<file path="config.mk">
export PLATFORM = sky130hd
export DESIGN_NAME = sga_matrix_render
export DESIGN_NICKNAME = d
export VERILOG_FILES = /design/src/rtl/sga_matrix_render.sv
export SDC_FILE = /design/constraint.sdc
export NUM_CORES = 1
export LEC_CHECK = 0
export CAP_MARGIN = 10
export CORE_MARGIN = 3
export CORE_UTILIZATION = 45
export DETAILED_ROUTE_END_ITERATION = 8
export PLACE_DENSITY_LB_ADDON = 0.15
export SLEW_MARGIN = 30
export SYNTH_ARGS = -nofsm -noshare
export SYNTH_HDL_FRONTEND = slang
export SYNTH_SLANG_ARGS = --single-unit
</file>
<file path="constraint.sdc">
create_clock -name clock -period 6.4 [get_ports clock]
set_input_delay 1.28 -clock clock [delete_from_list [all_inputs] [get_ports clock]]
set_output_delay 1.28 -clock clock [all_outputs]
set_load 0.05 [all_outputs]
</file>
<file path="src/rtl/sga_matrix_render.sv">
// Reader end of the snake-body RAM: on each render request it walks the RAM into a shadow
// 4x4 occupancy frame, commits it atomically, raises game flags and row-scans the LED matrix.
module sga_matrix_render #(
  parameter int SCAN_DIV = 1000
) (
  input  logic       clock,
  input  logic       reset_n,
  input  logic       restart,
  input  logic       render_start,
  input  logic [3:0] size,
  input  logic [3:0] apple,
  output logic [3:0] ram_addr,
  input  logic [3:0] ram_data,
  output logic       render_busy,
  output logic       render_finish,
  output logic       maca_na_cobra,
  output logic       self_collision,
  output logic [3:0] row_sel,
  output logic [3:0] col_snake,
  output logic [3:0] col_apple,
  output logic [1:0] dbg_state
);

  localparam logic [1:0] S_IDLE   = 2'd0;
  localparam logic [1:0] S_READ   = 2'd1;
  localparam logic [1:0] S_DRAIN  = 2'd2;
  localparam logic [1:0] S_COMMIT = 2'd3;
  localparam int CW = (SCAN_DIV > 2) ? $clog2(SCAN_DIV) : 1;

  logic [1:0]    state_q, state_d;
  logic [3:0]    addr_q, addr_d;
  logic [3:0]    last_q, last_d;
  logic [3:0]    apple_in_q, apple_in_d;
  logic          busy_q, busy_d;
  logic          finish_q, finish_d;
  logic [15:0]   shadow_q, shadow_d;
  logic [15:0]   frame_q, frame_d;
  logic [3:0]    apple_q, apple_d;
  logic          apple_vld_q, apple_vld_d;
  logic          maca_q, maca_d;
  logic          coll_q, coll_d;
  logic          acc_q, acc_d;
  logic [3:0]    head_q, head_d;
  logic          v1_q, v1_d;
  logic [3:0]    idx1_q, idx1_d;
  logic [CW-1:0] cnt_q, cnt_d;
  logic [1:0]    row_q, row_d;
  logic [3:0]    row_sel_q, row_sel_d;
  logic [3:0]    col_snake_q, col_snake_d;
  logic [3:0]    col_apple_q, col_apple_d;
  logic          wrap;

  always_comb begin
    state_d     = state_q;
    addr_d      = addr_q;
    last_d      = last_q;
    apple_in_d  = apple_in_q;
    busy_d      = busy_q;
    finish_d    = 1'b0;
    shadow_d    = shadow_q;
    frame_d     = frame_q;
    apple_d     = apple_q;
    apple_vld_d = apple_vld_q;
    maca_d      = maca_q;
    coll_d      = coll_q;
    acc_d       = acc_q;
    head_d      = head_q;
    v1_d        = 1'b0;
    idx1_d      = addr_q;

    // v1_q marks that ram_data now holds the entry for address idx1_q.
    if (v1_q) begin
      shadow_d[ram_data] = 1'b1;
      if (idx1_q == 4'd0) head_d = ram_data;
      else if (ram_data == head_q) acc_d = 1'b1;
    end

    case (state_q)
      S_IDLE: begin
        if (render_start) begin
          state_d    = S_READ;
          shadow_d   = '0;
          addr_d     = 4'd0;
          busy_d     = 1'b1;
          acc_d      = 1'b0;
          last_d     = size - 4'd1;  // size 0 wraps to 15, i.e. 16 entries
          apple_in_d = apple;
        end
      end
      S_READ: begin
        v1_d = 1'b1;
        if (addr_q == last_q) state_d = S_DRAIN;
        else addr_d = addr_q + 4'd1;
      end
      S_DRAIN: state_d = S_COMMIT;
      default: begin
        frame_d     = shadow_q;
        apple_d     = apple_in_q;
        apple_vld_d = 1'b1;
        maca_d      = shadow_q[apple_in_q];
        coll_d      = acc_q;
        finish_d    = 1'b1;
        busy_d      = 1'b0;
        state_d     = S_IDLE;
      end
    endcase

    if (restart) begin
      state_d     = S_IDLE;
      addr_d      = 4'd0;
      busy_d      = 1'b0;
      finish_d    = 1'b0;
      shadow_d    = '0;
      frame_d     = '0;
      apple_d     = 4'd0;
      apple_vld_d = 1'b0;
      maca_d      = 1'b0;
      coll_d      = 1'b0;
      acc_d       = 1'b0;
      v1_d        = 1'b0;
    end

    // Column outputs are built from next-state row and frame so they never lag row_sel.
    wrap        = (cnt_q == CW'(SCAN_DIV - 1));
    cnt_d       = wrap ? '0 : cnt_q + 1'b1;
    row_d       = wrap ? row_q + 2'd1 : row_q;
    row_sel_d   = wrap ? {row_sel_q[2:0], row_sel_q[3]} : row_sel_q;
    col_snake_d = 4'(frame_d >> {row_d, 2'b00});
    col_apple_d = (apple_vld_d && apple_d[3:2] == row_d) ? (4'b0001 << apple_d[1:0]) : 4'b0000;
  end

  always_ff @(posedge clock or negedge reset_n) begin
    if (!reset_n) begin
      state_q     <= S_IDLE;
      addr_q      <= 4'd0;
      last_q      <= 4'd0;
      apple_in_q  <= 4'd0;
      busy_q      <= 1'b0;
      finish_q    <= 1'b0;
      shadow_q    <= '0;
      frame_q     <= '0;
      apple_q     <= 4'd0;
      apple_vld_q <= 1'b0;
      maca_q      <= 1'b0;
      coll_q      <= 1'b0;
      acc_q       <= 1'b0;
      head_q      <= 4'd0;
      v1_q        <= 1'b0;
      idx1_q      <= 4'd0;
      cnt_q       <= '0;
      row_q       <= 2'd0;
      row_sel_q   <= 4'b0001;
      col_snake_q <= 4'd0;
      col_apple_q <= 4'd0;
    end else begin
      state_q     <= state_d;
      addr_q      <= addr_d;
      last_q      <= last_d;
      apple_in_q  <= apple_in_d;
      busy_q      <= busy_d;
      finish_q    <= finish_d;
      shadow_q    <= shadow_d;
      frame_q     <= frame_d;
      apple_q     <= apple_d;
      apple_vld_q <= apple_vld_d;
      maca_q      <= maca_d;
      coll_q      <= coll_d;
      acc_q       <= acc_d;
      head_q      <= head_d;
      v1_q        <= v1_d;
      idx1_q      <= idx1_d;
      cnt_q       <= cnt_d;
      row_q       <= row_d;
      row_sel_q   <= row_sel_d;
      col_snake_q <= col_snake_d;
      col_apple_q <= col_apple_d;
    end
  end

  assign ram_addr       = addr_q;
  assign render_busy    = busy_q;
  assign render_finish  = finish_q;
  assign maca_na_cobra  = maca_q;
  assign self_collision = coll_q;
  assign row_sel        = row_sel_q;
  assign col_snake      = col_snake_q;
  assign col_apple      = col_apple_q;
  assign dbg_state      = state_q;

endmodule

</file>
# Yosys cells after proc, flatten, opt, wreduce, memory -nomap -nowiden
# Cells that the tools add are included.
[totals]
reg_bits = 89
input_bits = 16
output_inout_bits = 22
wordCells = 96
[classes]
add_sub_neg = 4
n_lt_le_gt_ge = 3
n_eq_ne = 11
shift = 2
muxes = 42
n_bitwise = 1
n_reduce_logical = 12
[op_table]
columns = ["op", "count"]
rows = [
  ["two-way mux 16 bit", 6],
  ["two-way mux 4 bit", 6],
  ["two-way mux 1 bit", 20],
  ["bitwise OR 16 bit", 1],
  [">> shifter 16 x 4 -> 4 bit", 1],
  ["adder 10 x 1 -> 10 bit, second input constant", 1],
  ["== test 10 bit, second input constant", 1],
  ["less-than comparator 4 x 5 -> 1 bit, second input constant", 2],
  ["two-way mux 10 bit", 1],
  ["!= test 3 bit, second input constant", 3],
  ["== test 4 bit", 2],
  ["two-way mux 2 bit", 4],
  ["one-hot mux 4 bit (2 select lines)", 1],
  ["AND reduction 2 bit", 4],
  ["one-hot mux 2 bit (3 select lines)", 1],
  ["adder 4 x 1 -> 4 bit, second input constant", 1],
  ["binary-select mux 1 bit (select 4 bit)", 1],
  ["demux 1 bit (select 4 bit)", 1],
  [">= comparator 4 x 1 -> 1 bit, second input constant", 1],
  ["zero test 4 bit", 1],
  ["!= test 2 x 1 -> 1 bit, second input constant", 2],
  ["<< shifter 1 x 2 -> 4 bit, first input constant", 1],
  ["subtractor 4 x 1 -> 4 bit, second input constant", 1],
  ["AND reduction 3 bit", 1],
  ["10 further kinds", 11],
]

# Depth between registers and ports, before layout
# Gate-level depths: netlist of run 1.
[logic_depth]
ltp_word = 9
depth_mapped = 8
depth_no_buf = 7

# Worst setup path after synthesis of run 1
# Ideal clock, no wire load.
[synth_timing]
path_type = "input port to flip-flop"
from = "input port restart"
to = "register shadow_q[10]"
setup_ns = 0.132
t_arrival_ns = 2.472
required_ns = 6.268
setup_slack_ns = 3.796
cell_stages = 6
path_buffers = 4
cell_sequence = "clkbuf_1 clkbuf_1 nand2b_1 clkbuf_1 clkbuf_1 nor2_1"
[synth_via]
elab_chain_cells = 1
[synth_lines]
columns = ["item", "line", "text"]
rows = [
  ["start: declaration", "8", "input logic restart,"],
  ["two-way mux 16 bit", "108", "if (restart) begin"],
  ["named net shadow_d[10]", "36", "logic [15:0] shadow_q, shadow_d;"],
  ["end signal: assignment", "162", "shadow_q <= shadow_d;"],
  ["end: declaration", "36", ""],
]
# The timed path passes the listed nets, and every way through them passes these cells.
# A chain may end at the register's enable or synchronous reset.

# Final worst setup path of run 1
[layout_timing]
from = "register addr_q[0], in the netlist ram_addr[0]"
to = "output port ram_addr[0]"
[layout_rtl]
columns = ["item", "line", "text"]
rows = [
  ["start: declaration", "31", "logic [3:0] addr_q, addr_d;"],
  ["start signal: assignment", "157", "addr_q <= addr_d;"],
  ["end: declaration", "12", "output logic [3:0] ram_addr,"],
]
# No word-level cell between the ends.

==> impl_metrics.py, run 1 <==
metrics = {
    "critical_path": {
        "worstPathRequired_ps": 5120,
        "cp_num_buf_inv": 1,
        "crit_path_cell_trace": "clkdlybuf4s50_1",
        "reg2regPathDepth": 7,
        "cp_top_family": "buffers and inverters",
        "critical_path_class": "reg2out",
        "cp.arrival_ps": 1700,
        "crit_slowest_cell": "clkdlybuf4s50_1",
        "worst-path-stages": 1,
        "r2r_end": "col_apple[0]",
        "r2r_start": "dbg_state[1]",
        "cp-start-kind": "flip-flop",
        "cp_max_fo": 7,
        "critPathMaxStageDelay_ps": 860,
        "crit_path_end_kind": "output port",
        "r2r_slack_ps": 4020,
    },
    "floorplan": {
        "die_area_sq_um": 10400,
        "initial_core_util": 0.469,
        "ios": 38,
        "core_area_sq_um": 8810,
        "die_h_um": 102,
        "num_rows": 34,
        "die_x_um": 102,
    },
    "placed_design": {
        "hpwl_mm": 5.75,
        "gp_congestion": 0.786,
        "numPortBuffers": 37,
    },
    "yosys": {
        "synth.most_common_cell": "dfrtp_1",
        "synth_edf_count": 0,
        "synthFlopType": "dfrtp_1",
        "syn_inst": 382,
        "ys_types": 44,
        "synth_common_cells": "dfrtp_1 (88), nor2_1 (50), a21oi_1 (25), mux2i_1 (22), nand2_1 (19)",
        "ys_ff_latch": 89,
        "ys_async_sr_fraction": 1.00,
        "avgSynthCellArea_sq_um": 10.8,
        "ys_warn_count": 0,
        "synth_top_cell_by_area": "dfrtp_1",
        "synth_top_area_frac": 0.533,
        "synth_area_leaders": "dfrtp_1 (53%), mux2i_1 (5.3%), nor2_1 (4.5%)",
        "syn-cell-area_sq_um": 4130,
        "syn-num-nets": 405,
        "ys_seq_area_frac": 0.540,
    },
    "detailed_routing": {
        "drt_iter0_markers": 150,
        "ant_nets": 0,
        "remaining_drc_errors": 0,
        "vias_per_cell": 5.36,
        "drtPass1Iterations": 4,
        "wl_mm": 8.22,
        "vias": 2835,
        "wl_per_cell_um": 15.5,
    },
    "global_route": {
        "grt_use_total": 0.172,
        "grt_pass1_vias": 2743,
        "grt_max_degree": 62,
        "grt_pass1_wl_mm": 13.8,
        "grt_remaining_overflow": 0,
        "antenna_found_initial": 0,
    },
    "pwr": {
        "comb_power_share": 0.240,
        "switchingPower_w": 0.000463,
        "p_int_w": 0.000960,
        "ir_drop_mv": 0.287,
        "pwr-share-seq": 0.488,
        "swShare": 0.326,
        "clkPwrFrac": 0.272,
        "power.leakage_nw": 2.12,
        "p_total_w": 0.00142,
        "p_per_area_nw_per_um2": 298,
    },
    "clock_tree": {
        "clk_path_buf_depth": 2,
        "clkLatencyLatePin_ps": 350,
        "cts.sinks": 89,
        "htreeDepth": 3,
        "cts_tree": "built",
        "clk_root_buffer_cell": "clkbuf_8",
        "clkSlewWorstSetupHoldPaths_ps": 80,
        "cts_hold_buf": 0,
        "cts_buffers": 9,
        "post_cts_resize_count": 0,
        "cts_setup_buffers": 0,
    },
    "hold_path": {
        "hold_path_startpoint": "ram_addr[3]",
        "whs_path_depth": 0,
        "hp-class": "reg2reg",
        "hold_end": "idx1_q[3]",
    },
    "cells_and_area": {
        "drive_above_1_share": 0.105,
        "syn_to_final_growth_pct": 15.7,
        "post-route-util": 0.542,
        "ff_latch_area_sq_um": 2230,
        "multi_input_area_sq_um": 1770,
        "antenna_cells": 0,
        "fill_cells": 783,
        "layout.nets": 439,
    },
    "timing": {
        "finalHoldViolCount": 0,
        "drv_slew": 0,
        "skew_ps": 8.26,
        "grt_setup_unrepaired": "no",
        "finalSetupViolations": 0,
        "slew_headroom": 0.503,
        "worst_slew_pin_slew_ps": 745,
        "fmax_mhz": 336,
        "finalCritPeriodShare": 0.466,
        "holdWs_ps": 481,
        "finalCriticalPeriod_ps": 2980,
        "fin_tns_setup_ps": 0,
    },
    "flow_run": {
        "cap_violations": 0,
    },
    "outcome": {
        "status": "finished, final reports clean",
    },
}
==> cell families (layout without fill, tap and decap cells) <==
kind of cell    Yosys count  in the layout  synth area share
simple gates            123            123             0.143
flops                    89             89             0.540
compound gates           75             75             0.118
mux                      38             38             0.108
buf+inv                  32             71            0.0324
xor+xnor                 18             18            0.0382
fa+ha+maj                 7              7            0.0212
==> layout make-up <==
class | count | share of cell area
Clock buffer | 11 | 0.0296
Sequential cell | 89 | 0.466
Inverter | 14 | 0.0110
Tap cell | 108 | 0.0283
Timing Repair Buffer | 41 | 0.0833
Multi-Input combinational cell | 261 | 0.370
Clock inverter | 5 | 0.0115
==> power by group through the flow <==
stage	registers (W)	clock network, W	logic [W]
after global routing	0.000706	0.000425	0.000381
after CTS	0.000697	0.000396	0.000345
final	0.000695	0.000387	0.000341
after floorplan	0.000726	0	0.000218
after global placement	0.000705	0	0.000339
after detailed placement	0.000707	0	0.000344
==> per-layer routing <==
metal,global-route usage,vias up,part of all wire
met5,0,-,0
met4,0.0440,0,0.0079
met3,0.0420,5,0.034
met2,0.257,52,0.46
met1,0.252,1367,0.50
li1,-,1411,-
==> worst max path at each step <==
stage	start	to	slack [ps]
floorplan	restart	shadow_q[10]	3800
global placement	restart	col_apple[0]	3190
detailed placement	restart	col_apple[0]	3160
CTS	ram_addr[0]	ram_addr[0]	3380
global route	ram_addr[1]	ram_addr[1]	3350
finish	ram_addr[0]	ram_addr[0]	3420
==> flip-flops by register name, indices dropped and copies added, names as in the netlist, 2 cells and up <==
name and flops:
dbg_state 2, apple_q 4, frame_q 16, head_q 4, col_snake 4, cnt_q 10, row_sel 4, last_q 4
idx1_q 4, col_apple 4, row_q 2, ram_addr 4, apple_in_q 4, shadow_q 16
==> metrics by stage <==
step | cells | cell area, sq um | setup slack [ps]
3_5_place_dp | 513 | 4580 | 3160
5_1_grt | 529 | 4780 | 3350
6_report | 529 | 4780 | 3420
2_1_floorplan | 382 | 4130 | 3800
4_1_cts | 529 | 4780 | 3380
3_3_place_gp | 513 | 4580 | 3190
==> cells in the final DEF, fill, tap and decap left out, types with 3 or more instances in the layout <==
| cell | Yosys | final |
|---|---|---|
| buf_4 | 2 | 5 |
| clkbuf_8 | 0 | 10 |
| mux2_2 | 12 | 12 |
| nand2_1 | 19 | 19 |
| nand3_1 | 8 | 8 |
| a221o_1 | 4 | 4 |
| xnor2_1 | 11 | 11 |
| inv_1 | 14 | 14 |
| o31ai_1 | 5 | 5 |
| or2_2 | 5 | 5 |
| a211o_1 | 4 | 4 |
| nand2b_1 | 5 | 5 |
| o211ai_1 | 5 | 5 |
| ha_1 | 7 | 7 |
| xor2_1 | 7 | 7 |
| and2_1 | 4 | 4 |
| clkdlybuf4s50_1 | 0 | 36 |
| a21oi_1 | 25 | 25 |
| nand4_1 | 3 | 3 |
| nor3_1 | 7 | 7 |
| dfrtp_1 | 88 | 88 |
| and3_1 | 8 | 8 |
| nor2b_1 | 5 | 5 |
| mux2i_1 | 22 | 22 |
| o21ai_0 | 15 | 15 |
| nor2_1 | 50 | 50 |
| mux4_2 | 4 | 4 |
| a22oi_1 | 4 | 4 |
| a31oi_1 | 4 | 4 |
==> worst reg2reg max path: cells and delay by family, from the launching register on <==
kind | cells | cell delay, ps
muxes | 1 | 210
AOI/OAI and AO/OA | 2 | 600
DFF | 1 | 450
buffers and inverters | 1 | 340
and+or+nand+nor | 2 | 530
adders and majority gates | 1 | 180
Note: power is estimated with default switching activity, not from simulation.
==> run 2: changes to the inputs <==
Clock period 6.4 ns to 2.9 ns, I/O delays scaled along.
==> impl_metrics.py, run 2 (synthesized netlist as in run 1, its figures left out) <==
metrics = {
    "detailed_routing": {
        "wl_per_cell_um": 15.5,
        "vias": 2894,
        "drt_iter0_markers": 114,
        "ant_nets": 0,
        "remaining_drc_errors": 0,
        "vias_per_cell": 5.43,
        "drtPass1Iterations": 4,
        "wl_mm": 8.26,
    },
    "critical_path": {
        "worstPathRequired_ps": 2320,
        "crit_path_end_kind": "output port",
        "cp_max_fo": 3,
        "cp_top_family": "buffers and inverters",
        "critPathMaxStageDelay_ps": 800,
        "cp.arrival_ps": 1710,
        "cp_num_buf_inv": 1,
        "cp-start-kind": "flip-flop",
        "critical_path_class": "reg2out",
        "crit_path_cell_trace": "clkdlybuf4s50_1",
        "crit_slowest_cell": "clkdlybuf4s50_1",
    },
    "pwr": {
        "power.leakage_nw": 2.14,
        "p_per_area_nw_per_um2": 654,
        "p_total_w": 0.00315,
        "ir_drop_mv": 0.607,
    },
    "clock_tree": {
        "clk_root_buffer_cell": "clkbuf_8",
        "clkSlewWorstSetupHoldPaths_ps": 90,
        "post_cts_resize_count": 0,
        "htreeDepth": 3,
        "clk_path_buf_depth": 2,
        "clkLatencyLatePin_ps": 360,
        "cts_hold_buf": 0,
        "cts_buffers": 9,
        "cts_setup_buffers": 0,
        "cts_tree": "built",
        "cts.sinks": 89,
    },
    "floorplan": {
        "die_h_um": 102,
        "die_x_um": 102,
        "num_rows": 34,
        "ios": 38,
        "core_area_sq_um": 8810,
        "initial_core_util": 0.469,
        "die_area_sq_um": 10400,
    },
    "timing": {
        "finalCriticalPeriod_ps": 2290,
        "slew_headroom": 0.568,
        "fmax_mhz": 437,
        "fin_tns_setup_ps": 0,
        "grt_setup_unrepaired": "no",
        "finalSetupViolations": 0,
        "worst_slew_pin_slew_ps": 647,
        "holdWs_ps": 239,
        "drv_slew": 0,
        "finalHoldViolCount": 0,
        "finalCritPeriodShare": 0.788,
        "skew_ps": 8.58,
    },
    "cells_and_area": {
        "syn_to_final_growth_pct": 16.8,
        "antenna_cells": 0,
        "layout_commonest_cell": "dfrtp_1",
        "layout.nets": 443,
        "drive_above_1_share": 0.111,
        "reg.largest.list": "frame_q x16, shadow_q x16, cnt_q x10",
        "fill_cells": 769,
        "postLayoutCellArea_sq_um": 4820,
        "final_cell_mix": "dfrtp_1 (88), nor2_1 (50), clkdlybuf4s50_1 (36)",
    },
    "global_route": {
        "grt_pass1_wl_mm": 14.0,
        "grt_max_degree": 51,
        "antenna_found_initial": 0,
        "grt_pass1_vias": 2769,
        "grt_use_total": 0.175,
        "grt_remaining_overflow": 0,
    },
    "placed_design": {
        "gp_congestion": 0.816,
        "hpwl_mm": 5.85,
        "placed_area_sq_um": 4620,
        "numPortBuffers": 37,
    },
    "hold_path": {
        "hp-class": "in2async",
    },
    "outcome": {
        "status": "finished, final reports clean",
    },
    "flow_run": {
        "cap_violations": 0,
    },
}
[run 2: cell count changes in the layout (fill, tap and decap cells not counted), sizes merged]
cell,before,now
clkbuf,11,12
buf,5,9
clkinv,2,0
clkinvlp,2,3
[run 2: layout make-up]
class                           count  area [sq um]  share of cell area
Multi-Input combinational cell    261          1770               0.366
Clock buffer                       12           145              0.0301
Inverter                           14          52.6              0.0109
Timing Repair Buffer               45           440              0.0914
Tap cell                          108           135              0.0280
Sequential cell                    89          2230               0.462
Clock inverter                      4          52.6              0.0109
[run 2: power breakdown]
part	switching, W	internal [W]	leakage, nW
Sequential	0.000155	0.00138	1.20
Clock	0.000430	0.000423	0.0888
Combinational	0.000433	0.000336	0.853
[run 2: path summary, 6_finish.rpt]
check / slack [ps] / from / end / depth (start not counted)
hold / removal: 240 / reset_n / shadow_q[13] / 1
setup reg to reg: 740 / dbg_state[1] / col_apple[0] / 7
max in group asynchronous: 1960 / reset_n / row_sel[0] / 2
hold reg to reg: 470 / ram_addr[3] / idx1_q[3] / 0
setup / recovery: 610 / row_sel[0] / row_sel[0] / 1
min in group clock: 470 / ram_addr[3] / idx1_q[3] / 0
[run 2: metal layers]
metal	routed length [um]	GRT usage	vias up
met2	3690	0.258	45
li1	-	-	1424
met4	133	0.0552	0
met1	4100	0.257	1413
met3	338	0.0399	12
met5	0	0	-
[run 2: per-stage QoR]
step           utilization  setup WS [ps]  std cells
3_3_place_gp         0.525            627        517
5_1_grt              0.547            507        533
3_5_place_dp         0.525            584        517
4_1_cts              0.547            597        533
6_report             0.547            614        533
2_1_floorplan            -            607        382
